**config.mk**
```make
export PLATFORM = sky130hd
export DESIGN_NAME = debug_cmd_sequencer
export DESIGN_NICKNAME = d
export VERILOG_FILES = /design/src/rtl/debug_cmd_sequencer.sv
export SDC_FILE = /design/constraint.sdc
export NUM_CORES = 1
export LEC_CHECK = 0
export ABC_AREA = 1
export CORE_MARGIN = 2
export CORE_UTILIZATION = 40
export CTS_BUF_LIST = sky130_fd_sc_hd__clkbuf_8
export CTS_CLUSTER_DIAMETER = 60
export DETAILED_ROUTE_END_ITERATION = 8
export PLACE_DENSITY = 0.72
export RECOVER_POWER = 25
export SETUP_SLACK_MARGIN = 0.4
export SLEW_MARGIN = 40
export SYNTH_ARGS = -nofsm -noshare
export SYNTH_HDL_FRONTEND = slang
export SYNTH_SLANG_ARGS = --single-unit
export TNS_END_PERCENT = 50
```
**constraint.sdc**
```tcl
create_clock -name clk -period 2.4 [get_ports clk]
set_input_delay 0.6 -clock clk [delete_from_list [all_inputs] [get_ports clk]]
set_output_delay 0.6 -clock clk [all_outputs]
set_load 0.05 [all_outputs]
```
**src/rtl/debug_cmd_sequencer.sv**
```systemverilog
// Debug-bus initiator: expands one debug request into an ordered write/read/poll sequence
// and returns one completion. Define DBG_SEQ_TIMEOUT_EN to bound polling to POLL_LIMIT reads.
module debug_cmd_sequencer #(
  parameter int POLL_LIMIT  = 256,
  parameter int RSP_LATENCY = 1
) (
  input  logic        clk,
  input  logic        reset,
  input  logic        req_valid,
  output logic        req_ready,
  input  logic [2:0]  req_op,
  input  logic [4:0]  req_reg,
  input  logic [31:0] req_data,
  output logic        done_valid,
  output logic [31:0] done_data,
  output logic        done_err,
  output logic        cmd_valid,
  input  logic        cmd_ready,
  output logic        cmd_payload_wr,
  output logic [7:0]  cmd_payload_address,
  output logic [31:0] cmd_payload_data,
  input  logic [31:0] rsp_data,
  input  logic        resetOut
);

  localparam logic [2:0] OP_HALT        = 3'd0;
  localparam logic [2:0] OP_RESUME      = 3'd1;
  localparam logic [2:0] OP_STEP        = 3'd2;
  localparam logic [2:0] OP_READ_REG    = 3'd3;
  localparam logic [2:0] OP_INJECT      = 3'd4;
  localparam logic [2:0] OP_READ_STATUS = 3'd5;
  localparam logic [2:0] OP_RESET       = 3'd6;
  localparam logic [2:0] OP_ILLEGAL     = 3'd7;

  localparam logic [1:0] LAT_LAST = 2'(RSP_LATENCY - 1);

  if (RSP_LATENCY < 1 || RSP_LATENCY > 4 || POLL_LIMIT < 1 || POLL_LIMIT > 65535) begin : g_param_check
    $error("debug_cmd_sequencer: parameter out of range");
  end

  typedef enum logic [2:0] {
    IDLE, WR_A, WR_B, POLL_RD, POLL_CHK, RES_RD, RES_CAP, DONE
  } state_e;

  state_e      state_r;
  logic [2:0]  op_r;
  logic [31:0] status_r;
  logic [31:0] result_r;
  logic        err_r;
  logic        abort_r;
  logic        rd_wait_r;
  logic [1:0]  lat_cnt_r;
  logic        fire_s;
  logic        abort_now_s;
  logic        abort_any_s;
  logic        lat_done_s;
`ifdef DBG_SEQ_TIMEOUT_EN
  localparam logic [15:0] POLL_MAX = 16'(POLL_LIMIT);
  logic [15:0] poll_cnt_r;
`endif

  // HALT/STEP wait for halted-and-idle; register access only needs the pipeline idle.
  function automatic logic poll_met(input logic [2:0] op, input logic [31:0] st);
    logic met;
    case (op)
      OP_HALT, OP_STEP: met = st[1] & ~st[2];
      default:          met = ~st[2];
    endcase
    return met;
  endfunction

  function automatic logic [31:0] first_word(input logic [2:0] op, input logic [4:0] rg,
                                             input logic [31:0] d);
    logic [31:0] w;
    case (op)
      OP_HALT:     w = 32'h0002_0000;
      OP_RESUME:   w = 32'h0200_0000;
      OP_STEP:     w = 32'h0200_0010;
      OP_READ_REG: w = {12'h000, rg, 3'b000, 5'd0, 7'h13};
      OP_INJECT:   w = d;
      OP_RESET:    w = 32'h0001_0000;
      default:     w = 32'h0000_0000;
    endcase
    return w;
  endfunction

  function automatic logic [7:0] first_addr(input logic [2:0] op);
    logic [7:0] a;
    case (op)
      OP_READ_REG, OP_INJECT: a = 8'h04;
      default:                a = 8'h00;
    endcase
    return a;
  endfunction

  assign fire_s      = cmd_valid & cmd_ready;
  assign abort_now_s = resetOut && (op_r != OP_RESET) &&
                       (state_r == POLL_RD || state_r == POLL_CHK || state_r == RES_RD);
  assign abort_any_s = abort_r | abort_now_s;
  assign lat_done_s  = (lat_cnt_r == LAT_LAST);

  // Sequencer FSM with registered request, bus and completion outputs.
  always_ff @(posedge clk) begin
    if (reset) begin
      state_r             <= IDLE;
      req_ready           <= 1'b0;
      done_valid          <= 1'b0;
      done_data           <= 32'h0000_0000;
      done_err            <= 1'b0;
      cmd_valid           <= 1'b0;
      cmd_payload_wr      <= 1'b0;
      cmd_payload_address <= 8'h00;
      cmd_payload_data    <= 32'h0000_0000;
      op_r                <= 3'd0;
      status_r            <= 32'h0000_0000;
      result_r            <= 32'h0000_0000;
      err_r               <= 1'b0;
      abort_r             <= 1'b0;
      rd_wait_r           <= 1'b0;
      lat_cnt_r           <= 2'd0;
`ifdef DBG_SEQ_TIMEOUT_EN
      poll_cnt_r          <= 16'd0;
`endif
    end else begin
      done_valid <= 1'b0;
      if (abort_now_s) begin
        abort_r <= 1'b1;
      end
      case (state_r)
        IDLE: begin
          if (req_valid && req_ready) begin
            req_ready <= 1'b0;
            op_r      <= req_op;
            result_r  <= 32'h0000_0000;
            err_r     <= 1'b0;
            abort_r   <= 1'b0;
            rd_wait_r <= 1'b0;
`ifdef DBG_SEQ_TIMEOUT_EN
            poll_cnt_r <= 16'd0;
`endif
            case (req_op)
              OP_READ_STATUS: state_r <= RES_RD;
              OP_ILLEGAL: begin
                err_r   <= 1'b1;
                state_r <= DONE;
              end
              default: begin
                cmd_valid           <= 1'b1;
                cmd_payload_wr      <= 1'b1;
                cmd_payload_address <= first_addr(req_op);
                cmd_payload_data    <= first_word(req_op, req_reg, req_data);
                state_r             <= WR_A;
              end
            endcase
          end else begin
            req_ready <= 1'b1;
          end
        end
        WR_A: begin
          if (fire_s) begin
            cmd_valid <= 1'b0;
            case (op_r)
              OP_HALT, OP_STEP, OP_READ_REG, OP_INJECT: state_r <= POLL_RD;
              OP_RESET: state_r <= WR_B;
              default:  state_r <= DONE;
            endcase
          end
        end
        WR_B: begin
          if (cmd_valid) begin
            if (fire_s) begin
              cmd_valid <= 1'b0;
              state_r   <= DONE;
            end
          end else begin
            cmd_valid           <= 1'b1;
            cmd_payload_wr      <= 1'b1;
            cmd_payload_address <= 8'h00;
            cmd_payload_data    <= 32'h0100_0000;
          end
        end
        POLL_RD: begin
          if (cmd_valid) begin
            if (fire_s) begin
              cmd_valid <= 1'b0;
              rd_wait_r <= 1'b1;
              lat_cnt_r <= 2'd0;
`ifdef DBG_SEQ_TIMEOUT_EN
              poll_cnt_r <= poll_cnt_r + 16'd1;
`endif
            end
          end else if (rd_wait_r) begin
            if (lat_done_s) begin
              status_r  <= rsp_data;
              rd_wait_r <= 1'b0;
              if (abort_any_s) begin
                err_r    <= 1'b1;
                result_r <= 32'h0000_0000;
                state_r  <= DONE;
              end else begin
                state_r <= POLL_CHK;
              end
            end else begin
              lat_cnt_r <= lat_cnt_r + 2'd1;
            end
          end else if (abort_any_s) begin
            err_r    <= 1'b1;
            result_r <= 32'h0000_0000;
            state_r  <= DONE;
          end else begin
            cmd_valid           <= 1'b1;
            cmd_payload_wr      <= 1'b0;
            cmd_payload_address <= 8'h00;
            cmd_payload_data    <= 32'h0000_0000;
          end
        end
        POLL_CHK: begin
          if (abort_any_s) begin
            err_r    <= 1'b1;
            result_r <= 32'h0000_0000;
            state_r  <= DONE;
          end else if (poll_met(op_r, status_r)) begin
            if (op_r == OP_READ_REG || op_r == OP_INJECT) begin
              state_r <= RES_RD;
            end else begin
              result_r <= status_r;
              state_r  <= DONE;
            end
`ifdef DBG_SEQ_TIMEOUT_EN
          end else if (poll_cnt_r >= POLL_MAX) begin
            err_r    <= 1'b1;
            result_r <= status_r;
            state_r  <= DONE;
`endif
          end else begin
            state_r <= POLL_RD;
          end
        end
        RES_RD: begin
          if (cmd_valid) begin
            if (fire_s) begin
              cmd_valid <= 1'b0;
              lat_cnt_r <= 2'd0;
              state_r   <= RES_CAP;
            end
          end else if (abort_any_s) begin
            err_r    <= 1'b1;
            result_r <= 32'h0000_0000;
            state_r  <= DONE;
          end else begin
            cmd_valid           <= 1'b1;
            cmd_payload_wr      <= 1'b0;
            cmd_payload_address <= (op_r == OP_READ_STATUS) ? 8'h00 : 8'h04;
            cmd_payload_data    <= 32'h0000_0000;
          end
        end
        RES_CAP: begin
          if (lat_done_s) begin
            if (abort_any_s) begin
              err_r    <= 1'b1;
              result_r <= 32'h0000_0000;
            end else begin
              result_r <= rsp_data;
            end
            state_r <= DONE;
          end else begin
            lat_cnt_r <= lat_cnt_r + 2'd1;
          end
        end
        DONE: begin
          done_valid <= 1'b1;
          done_data  <= result_r;
          done_err   <= err_r;
          state_r    <= IDLE;
        end
        default: state_r <= IDLE;
      endcase
    end
  end

endmodule

```
==> results of run 1 <==
-- routing by layer --
| layer | up-vias | global-route usage (%) | wire, um |
|---|---|---|---|
| met5 | - | 0 | 0 |
| met4 | 0 | 7.33 | 389 |
| met3 | 30 | 6.47 | 1600 |
| met2 | 222 | 32.6 | 8530 |
| met1 | 2984 | 29.8 | 8770 |
| li1 | 3453 | - | - |
-- path summary, 6_finish.rpt --
kind / end / cells after the start
worst max-delay path: rd_wait_r / 9
worst min-delay path: done_data[20] / 2
worst max register to register: rd_wait_r / 9
worst min register to register: done_data[20] / 2
-- metrics by stage --
stage               std cells  instance area (um^2)  util (%)  setup slack [ns]  power (mW)
floorplan                 993                  6710         -             0.531        5.64
global placement         1313                  8380      50.9            0.0611        6.82
detailed placement       1313                  8380      50.9            0.0460        6.85
CTS                      1345                  8670      52.7             0.184        8.53
global route             1346                  8690      52.8             0.163        9.23
finish                   1346                  8690      52.8             0.278        8.67
-- power by group through the flow --
stage | sequential (mW) | combinational [mW] | clock, mW
after CTS | 2.88 | 3.79 | 1.87
after global routing | 2.93 | 4.31 | 1.99
after global placement | 2.94 | 3.88 | 0
final | 2.89 | 3.96 | 1.82
after floorplan | 3.58 | 2.06 | 0
after detailed placement | 2.93 | 3.91 | 0
-- cell type report --
type                    count  area share (%)
flip-flops and latches    145            33.5
multi-input cells         682            36.3
repair buffers            175            18.8
clock inverters            15            1.54
well taps                 220            3.17
inverters                  92            4.09
clock buffers              17            2.69
-- worst reg2reg max path, delay by kind of cell (launching register included) --
family	cells	cell delay (ns)
simple gates	4	0.89
buf+inv	3	0.53
flops	1	0.32
compound gates	2	0.28
-- registers in the layout (all words and copies together), names as in the netlist --
register / cells
op_r: 3
done_err: 1
done_data: 32
result_r: 32
cmd_valid: 1
cmd_payload_data: 32
state_r: 3
abort_r: 1
cmd_payload_address: 1
rd_wait_r: 1
cmd_payload_wr: 1
lat_cnt_r: 2
req_ready: 1
err_r: 1
done_valid: 1
status_r: 32
-- cells in the final DEF, fill, tap and decap left out, types with 5 or more instances in the layout --
| cell type | instances |
|---|---|
| a21oi_1 | 90 |
| buf_12 | 5 |
| buf_4 | 17 |
| clkbuf_1 | 12 |
| clkbuf_8 | 17 |
| clkdlybuf4s50_1 | 75 |
| conb_1 | 7 |
| dfxtp_1 | 143 |
| dlygate4sd2_1 | 57 |
| inv_1 | 87 |
| inv_6 | 5 |
| nand2_1 | 170 |
| nand3_1 | 53 |
| nand3_2 | 5 |
| nand4_1 | 41 |
| nor2_1 | 176 |
| o211ai_1 | 5 |
| o21ai_0 | 81 |
| o21ai_1 | 27 |
-- logic make-up (layout without fill, tap and decap cells) --
family | count (synthesis) | count (layout) | share of synthesized area, %
flops | 145 | 145 | 43.4
simple gates | 461 | 461 | 29.3
other cells | 1 | 7 | 0.0561
fa+ha+maj | 2 | 2 | 0.374
compound gates | 212 | 212 | 16.5
buf+inv | 166 | 299 | 10.4
-- what timing repair did --
item                       in CTS  in global routing
pin swaps                       0                  2
resized for setup              58                 39
cloned                          0                  1
setup endpoints to repair     117                136
==> metrics, run 1 <==
vias in the first global route=6116; Initial Util=40.6%; routed wire length=19300 um; Tcrit/Tclk final=88.4%; CP bufs+invs=3; GPL Wtd Cong=0.916; Filler cells=1696; vias per std cell=4.97; max incr delay on CP=0.33 ns; P_int=4.77 mW; largest net degree at the start of global routing=72; max-slew violations=0; Post-Syn Area=6690 um^2; root buf cell=clkbuf_8; maximum fanout along the worst path=6; final setup fails=0; Clock power frac=21.0%; Arr. time, crit path=2.47 ns; CTS Hold Bufs=0; Synth Instances=987; Fmax achieved=471 MHz; PwrDens=998 nW/um^2; status=finished clean; Post-synth EDFFs=0; total CTS buffers=17; MaxCap Viol Count=0; Req. time, crit path=2.75 ns; post-synth top area cell=dfxtp_1; Sequential Power Share=33.3%; fraction of layout cells with a size suffix above 1=7.46%; worst r2r src=state_r[1]; crit end category=flip-flop; final net count=1192; worst-skew pair later-pin latency=0.46 ns; commonest cells in the netlist=nor2_1, nand2_1, dfxtp_1; Clock Skew=0.0134 ns; Post-synth ARST share=0%; Synth Register Bits=145; Yosys Warn Count=0; Initial DRC Count=641; Worst setup startpoint=state_r[1]; Worst Setup Path Type=flip-flop to flip-flop; unrepaired setup endpoints after global routing=true; # diodes=0; VDD IR max=624 uV; via count=6689; FP Rows=47; area of the core=16500 um^2; Worst-Margin Slew=0.898 ns; crit-path leading delay family=simple AND/OR/NAND/NOR gates; CTS tree=done; die area=17800 um^2; height of the die=133 um; Yosys top cell area share=43.4%; GR Overflow Total=0; hold slack=0.442 ns; P_leak=3.89 nW; initial antenna violation count=0; Multi-input gate area=3150 um^2; min cycle time layout=2.12 ns; WL per Instance=14.3 um; Area contributors post-synth=dfxtp_1, nor2_1, nand2_1; P_sw=3.90 mW; Gate power share=45.6%; Worst Hold Class=flip-flop to flip-flop; sum of negative setup slack=0 ns; startpoint types=flip-flop; P&R area growth vs syn=29.9%; CTS clk-pin slew, worst paths=0.09 ns; first-pass GRT wire length=31200 um; Net Sw Frac=44.9%; chip width=133 um; DRT Pass-1 Iters=6; HP Start=done_data[20]; CP Cell Sequence=clkbuf_1 -> nor2_1 -> nand2_1 -> buf_4 -> nor2_1 -> inv_1 -> nand2_1 -> a21oi_1 -> a311oi_1; Setup Buffers After CTS=0; Final Hold Viols=0; H-tree depth=4; I/O Pins=154; Detail Route Antenna Nets=0; Main synth FF type=dfxtp_1; register area=2910 um^2; count leader, synth=nor2_1; clk sink count=145; IO Port Bufs=146; Worst path slowest cell=nor2_1; syn_area_per_cell=6.78 um^2; Seq/Total Area, Yosys=43.4%; Clock Path Buffers=2; Cell variety after synth=32; Reg2Reg Setup Slack=0.28 ns; slew margin rel.=40.1%; DRC violations left=0; Global Route Usage Sum=21.7%; Final HPWL DP=13100 um
Power figures use the tool's default switching activity.
==> run 2, diff against run 1 <==
ABC_AREA = 0   (was 1)
PLACE_DENSITY = 0.73   (was 0.72)
==> run 2 against run 1 <==
Compared with the run above:
- combinational power shrank 21%
- register-to-register slack gained 0.02 ns
- final area shrank 2.2%
- core utilization grew 2.7 points
- fmax grew 0.90%
- cell count shrank 15%
- count of clock-buffer cells in the layout grew 2
- critical path depth shrank 3
- worst setup slack gained 0.019 ns
- hold slack gained 0.0077 ns
- wire length shrank 14%
- critical path type unchanged
- highest routed layer unchanged
==> metrics, run 2 <==
commonest cells in the netlist=nand2_1, dfxtp_1, a21oi_1 (was nor2_1, nand2_1, dfxtp_1); worst hold stages=2 (unchanged); chip width=130 um (was 133 um); Post-Syn Area=6330 um^2 (was 6690 um^2); worst r2r src=state_r[2] (was state_r[1]); Worst Hold Class=flip-flop to flip-flop (unchanged); Fmax achieved=476 MHz (was 471 MHz); sum of negative setup slack=0 ns (unchanged); Worst Setup Path Type=flip-flop to flip-flop (unchanged); DRC violations left=0 (unchanged); Seq/Total Area, Yosys=45.8% (was 43.4%); Detail Route Antenna Nets=0 (unchanged); vias per std cell=5.15 (was 4.97); min cycle time layout=2.10 ns (was 2.12 ns); height of the die=130 um (was 133 um); syn_area_per_cell=8.21 um^2 (was 6.78 um^2); Initial DRC Count=442 (was 641); MaxCap Viol Count=0 (unchanged); GR Overflow Total=0 (unchanged); I/O Pins=154 (unchanged); H-tree depth=4 (unchanged); commonest cells after routing, fill and taps aside=nand2_1, dfxtp_1, a21oi_1 (was nor2_1, nand2_1, dfxtp_1); R2R cell count=6 (was 9); unrepaired setup endpoints after global routing=true (unchanged); IO Port Bufs=146 (unchanged); # diodes=0 (unchanged); startpoint types=flip-flop (unchanged); maximum fanout along the worst path=32 (was 6); DRT Pass-1 Iters=5 (was 6); CTS tree=done (unchanged); VDD IR max=460 uV (was 624 uV); root buf cell=clkbuf_8 (unchanged); slew margin rel.=35.8% (was 40.1%); Initial Util=41.3% (was 40.6%); Clock Path Buffers=2 (unchanged); HP Start=result_r[11] (was done_data[20]); WL per Instance=14.6 um (was 14.3 um); CP Cell Sequence=buf_4 -> and3b_1 -> and3_1 -> clkbuf_2 -> nand2_1 -> a21oi_1 (was clkbuf_1 -> nor2_1 -> nand2_1 -> buf_4 -> nor2_1 -> inv_1 -> nand2_1 -> a21oi_1 -> a311oi_1); worst-skew pair later-pin latency=0.45 ns (was 0.46 ns); FP Rows=45 (was 47); status=finished clean (unchanged); crit end category=flip-flop (unchanged); Worst path slowest cell=dfxtp_1 (was nor2_1); Final Hold Viols=0 (unchanged); Tcrit/Tclk final=87.6% (was 88.4%); Final HPWL DP=11400 um (was 13100 um); Reg-to-Reg End=status_r[17] (was rd_wait_r); CTS Hold Bufs=0 (unchanged); Yosys Warn Count=0 (unchanged); Synth Register Bits=145 (unchanged); max-slew violations=0 (unchanged); P&R area growth vs syn=34.1% (was 29.9%); max incr delay on CP=0.49 ns (was 0.33 ns); routed wire length=16700 um (was 19300 um); Post-synth ARST share=0% (unchanged); Global Route Usage Sum=20.0% (was 21.7%); final setup fails=0 (unchanged); CTS clk-pin slew, worst paths=0.08 ns (was 0.09 ns); die area=16900 um^2 (was 17800 um^2); Yosys top cell area share=45.8% (was 43.4%); Cell variety after synth=57 (was 32); GPL Wtd Cong=0.913 (was 0.916); count leader, synth=nand2_1 (was nor2_1); Worst Hold End=done_data[11] (was done_data[20]); final net count=995 (was 1192); post-synth top area cell=dfxtp_1 (unchanged); Main synth FF type=dfxtp_1 (unchanged); fin cells=1139 (was 1346); Area contributors post-synth=dfxtp_1, nand2_1, a21oi_1 (was dfxtp_1, nor2_1, nand2_1); area of the core=15300 um^2 (was 16500 um^2); Post-synth EDFFs=0 (unchanged); Worst-Margin Slew=0.959 ns (was 0.898 ns); Req. time, crit path=2.70 ns (was 2.75 ns); total CTS buffers=17 (unchanged); most common cell after layout, fill and taps aside=nand2_1 (was nor2_1); vias in the first global route=5256 (was 6116); Clock Skew=0.0113 ns (was 0.0134 ns); clk sink count=145 (unchanged); Inst Count DP=1105 (was 1313); Reg2Reg Setup Slack=0.30 ns (was 0.28 ns); via count=5861 (was 6689); fraction of layout cells with a size suffix above 1=14.1% (was 7.46%); PwrDens=944 nW/um^2 (was 998 nW/um^2); first-pass GRT wire length=26500 um (was 31200 um); initial antenna violation count=0 (unchanged); Synth Instances=771 (was 987); P_leak=3.25 nW (was 3.89 nW); Arr. time, crit path=2.40 ns (was 2.47 ns); largest net degree at the start of global routing=48 (was 72); Filler cells=1500 (was 1696)
==> run 2: cell types whose count changed in the layout (fill, tap and decap cells not counted), sizes merged, moves of 9 or more <==
cell	previous run	this run
a21oi	92	153
a22oi	0	37
buf	27	43
dlygate4sd2	57	66
inv	98	8
nand2b	0	9
nand3	58	35
nand4	41	0
nor2	181	23
o21ai	108	40
o31ai	0	9
==> run 2: power by group <==
part	total [mW]	switching, mW	internal (mW)
Clock	1.80	0.931	0.869
Combinational	3.13	1.84	1.29
Sequential	3.08	0.290	2.79
Total	8.01	3.06	4.95
==> run 2: per-layer routing <==
layer	vias to the layer above	track usage (%)	wire length [um]
met1	2718	26.0	7450
met4	0	7.34	413
met3	30	5.17	747
met2	144	32.3	8060
li1	2969	-	-
met5	-	0	0
==> run 2: cells by family after synthesis <==
kind of cell / Yosys count / share of synthesized area (%)
AO/OA/AOI/OAI: 272 / 27.3
adder cells (fa/ha/maj): 2 / 0.395
buffers and inverters: 81 / 6.42
flip-flops: 145 / 45.8
multiplexers: 3 / 0.514
other: 1 / 0.0592
AND/OR/NAND/NOR: 267 / 19.4
==> run 2: timing repair <==
action | CTS | global route
pin swaps | 0 | 2
hold endpoints to repair | 0 | 0
gates cloned | 0 | 1
setup endpoints to repair | 136 | 112
buffers inserted | 0 | 2
resized for setup | 69 | 17
==> run 2: how the worst max path moves through the flow <==
stage,cells past startpoint,start,endpoint,slack [ns]
6_report,6,state_r[2],status_r[17],0.30
5_1_grt,6,state_r[2],status_r[15],0.17
4_1_cts,1,done_data[19],done_data[19],0.20
3_5_place_dp,7,req_op[0],cmd_payload_address[2],-0.12
3_3_place_gp,7,req_op[0],cmd_payload_address[2],-0.13
2_1_floorplan,7,req_op[0],cmd_payload_data[24],0.40
==> run 2: cell type report <==
class / instances / area, um^2 / share of cell area, %
inverters: 7 / 26.3 / 0.309
clock inverters: 12 / 111 / 1.31
flip-flops and latches: 145 / 2910 / 34.3
well taps: 211 / 264 / 3.11
repair buffers: 194 / 1830 / 21.6
clock buffers: 19 / 262 / 3.08
multi-input cells: 551 / 3090 / 36.3
==> run 2: through the flow <==
step	setup WS [ns]	hold WS, ns	power (mW)	instance area (um^2)	utilization (%)
final	0.297	0.450	8.01	8490	55.4
after global routing	0.171	0.463	8.53	8490	55.4
after CTS	0.195	0.453	7.92	8440	55.1
after detailed placement	-0.123	0.444	6.17	8150	53.2
after global placement	-0.128	0.438	6.12	8150	53.2
after floorplan	0.402	0.432	5.34	6360	-
==> run 2: worst max-delay path: cells and delay by family, from the launching register on <==
kind | cells | cell delay, ns
compound gates | 1 | 0.08
buf+inv | 2 | 0.71
flops | 1 | 0.49
simple gates | 3 | 0.64
==> run 3, diff against run 2 <==
clock period = 2.5 ns   (was 2.4 ns; I/O delays follow)
==> run 3 against run 2 <==
Compared with the run above:
- largest power group unchanged
- critical endpoint is now cmd_payload_data[1]
- critical path type unchanged
- worst setup slack improved by 0.071 ns
- via count rose by 1.8%
- final area rose by 0.41%
- fmax fell by 1.4%
- critical path depth rose by 1
- core utilization rose by 0.23 points
- wire length rose by 2.7%
- combinational power fell by 1%
- sequential cell count did not move
- largest cell class unchanged
==> metrics, run 3 (same netlist as run 2, synthesis figures left out) <==
Clock Path Buffers=2 (unchanged); commonest cells after routing, fill and taps aside=nand2_1, dfxtp_1, a21oi_1 (unchanged); Reg2Reg Setup Slack=0.37 ns (was 0.30 ns); final net count=993 (was 995); Detail Route Antenna Nets=0 (unchanged); MaxCap Viol Count=0 (unchanged); unrepaired setup endpoints after global routing=true (unchanged); CTS clk-pin slew, worst paths=0.08 ns (about the same); FP Rows=45 (unchanged); P&R area growth vs syn=34.7% (was 34.1%); Gate power share=39.9% (was 39.1%); Final HPWL DP=11300 um (was 11400 um); Clock power frac=21.9% (was 22.5%); Initial Util=41.3% (unchanged); Clock Skew=0.0124 ns (was 0.0113 ns); CTS Hold Bufs=0 (unchanged); P_int=4.75 mW (was 4.95 mW); fraction of layout cells with a size suffix above 1=13.6% (was 14.1%); H-tree depth=4 (unchanged); # diodes=0 (unchanged); via count=5966 (was 5861); clk sink count=145 (unchanged); Final Hold Viols=0 (unchanged); crit path to=cmd_payload_data[1] (was status_r[17]); Tcrit/Tclk final=85.3% (was 87.6%); DRC violations left=0 (unchanged); maximum fanout along the worst path=28 (was 32); total CTS buffers=17 (unchanged); slew margin rel.=51.7% (was 35.8%); first-pass GRT wire length=27800 um (was 26500 um); root buf cell=clkbuf_8 (unchanged); Design Power=7.75 mW (was 8.01 mW); Req. time, crit path=2.88 ns (was 2.70 ns); I/O Pins=154 (unchanged); WL per Instance=15.0 um (was 14.6 um); P_leak=3.51 nW (was 3.25 nW); Worst-Margin Slew=0.724 ns (was 0.959 ns); Global Route Usage Sum=20.6% (was 20.0%); R2R cell count=7 (was 6); Worst Setup Path Type=flip-flop to flip-flop (unchanged); area of the core=15300 um^2 (unchanged); initial antenna violation count=0 (unchanged); die area=16900 um^2 (unchanged); worst r2r src=state_r[2] (unchanged); Filler cells=1416 (was 1500); post-layout util=55.7% (was 55.4%); startpoint types=flip-flop (unchanged); Fmax achieved=469 MHz (was 476 MHz); most common cell after layout, fill and taps aside=nand2_1 (unchanged); vias per std cell=5.24 (was 5.15); min cycle time layout=2.13 ns (was 2.10 ns); chip width=130 um (unchanged); Worst setup startpoint=state_r[2] (unchanged); PwrDens=909 nW/um^2 (was 944 nW/um^2); crit end category=flip-flop (unchanged); VDD IR max=484 uV (was 460 uV); height of the die=130 um (unchanged); IO Port Bufs=146 (unchanged); Net Sw Frac=38.7% (was 38.2%); P_sw=3.00 mW (was 3.06 mW); largest net degree at the start of global routing=52 (was 48); GPL Wtd Cong=0.886 (was 0.913); Worst Hold Class=flip-flop to flip-flop (unchanged); HP Start=done_data[18] (was result_r[11]); GR Overflow Total=0 (unchanged); CTS tree=done (unchanged); status=finished clean (unchanged); Reg-to-Reg End=cmd_payload_data[1] (was status_r[17]); vias in the first global route=5574 (was 5256); Sequential Power Share=38.2% (was 38.5%); worst-skew pair later-pin latency=0.45 ns (about the same); max-slew violations=0 (unchanged); DRT Pass-1 Iters=5 (unchanged); routed wire length=17100 um (was 16700 um); Arr. time, crit path=2.51 ns (was 2.40 ns); Initial DRC Count=506 (was 442); final setup fails=0 (unchanged)
[run 3: changes by cell type in the layout (fill, tap and decap cells not counted), sizes merged, moves of 2 or more]
cell | previous run | this run
buf | 43 | 41
clkbuf | 26 | 24
clkinv | 7 | 4
clkinvlp | 3 | 6
dlygate4sd2 | 66 | 48
dlymetal6s2s | 2 | 22
inv | 8 | 10
[run 3: metrics by stage]
step	TNS, ns	area (um^2)	hold WS (ns)	worst slack, ns	std cells
final	0	8530	0.452	0.368	1138
after global routing	0	8530	0.465	0.199	1138
after CTS	0	8500	0.456	0.267	1138
after detailed placement	-0.588	8150	0.445	-0.0381	1103
after global placement	0	8150	0.439	0.0330	1103
after floorplan	0	6350	0.432	0.411	777
[run 3: worst min-delay path by stage]
stage / to / depth (start not counted)
finish: done_data[18] / 2
global route: done_data[0] / 2
CTS: done_data[20] / 2
detailed placement: done_data[10] / 2
global placement: cmd_payload_data[0] / 2
floorplan: done_data[0] / 2
[run 3: per-layer routing]
layer | routed length [um] | track usage (%) | up-vias
li1 | - | - | 2968
met1 | 7460 | 26.6 | 2770
met2 | 8240 | 33.2 | 185
met3 | 891 | 4.02 | 43
met4 | 535 | 9.74 | 0
met5 | 0 | 0 | -
[run 3: what timing repair did]
action                                  4_1_cts  5_1_grt
endpoints found under the setup margin      108       79
gates resized for setup                      51       29
pin swaps                                     1        0
buffers inserted                              2        0
gates cloned                                  1        0
[run 3: power by group through the flow]
stage               logic, mW  registers, mW  clock network [mW]
floorplan                2.00           3.12                   0
global placement         2.95           2.99                   0
detailed placement       3.00           3.00                   0
CTS                      3.12           2.95                1.74
global route             3.38           3.00                1.83
finish                   3.09           2.96                1.70
[run 3: layout make-up]
type	instances	area (um^2)	area share [%]
well taps	211	264	3.10
repair buffers	192	1880	22.0
inverters	7	26.3	0.308
clock buffers	18	248	2.91
multi-input cells	551	3080	36.2
flip-flops and latches	145	2910	34.1
clock inverters	14	116	1.36
[run 3: worst max-delay path: stages (launching register included)]
cell and delay [ns]:
dfxtp_2 0.49, clkbuf_1 0.33, nand3b_1 0.14, nor2_1 0.23, o221ai_4 0.15, buf_12 0.19
or3_1 0.36, a21oi_1 0.15
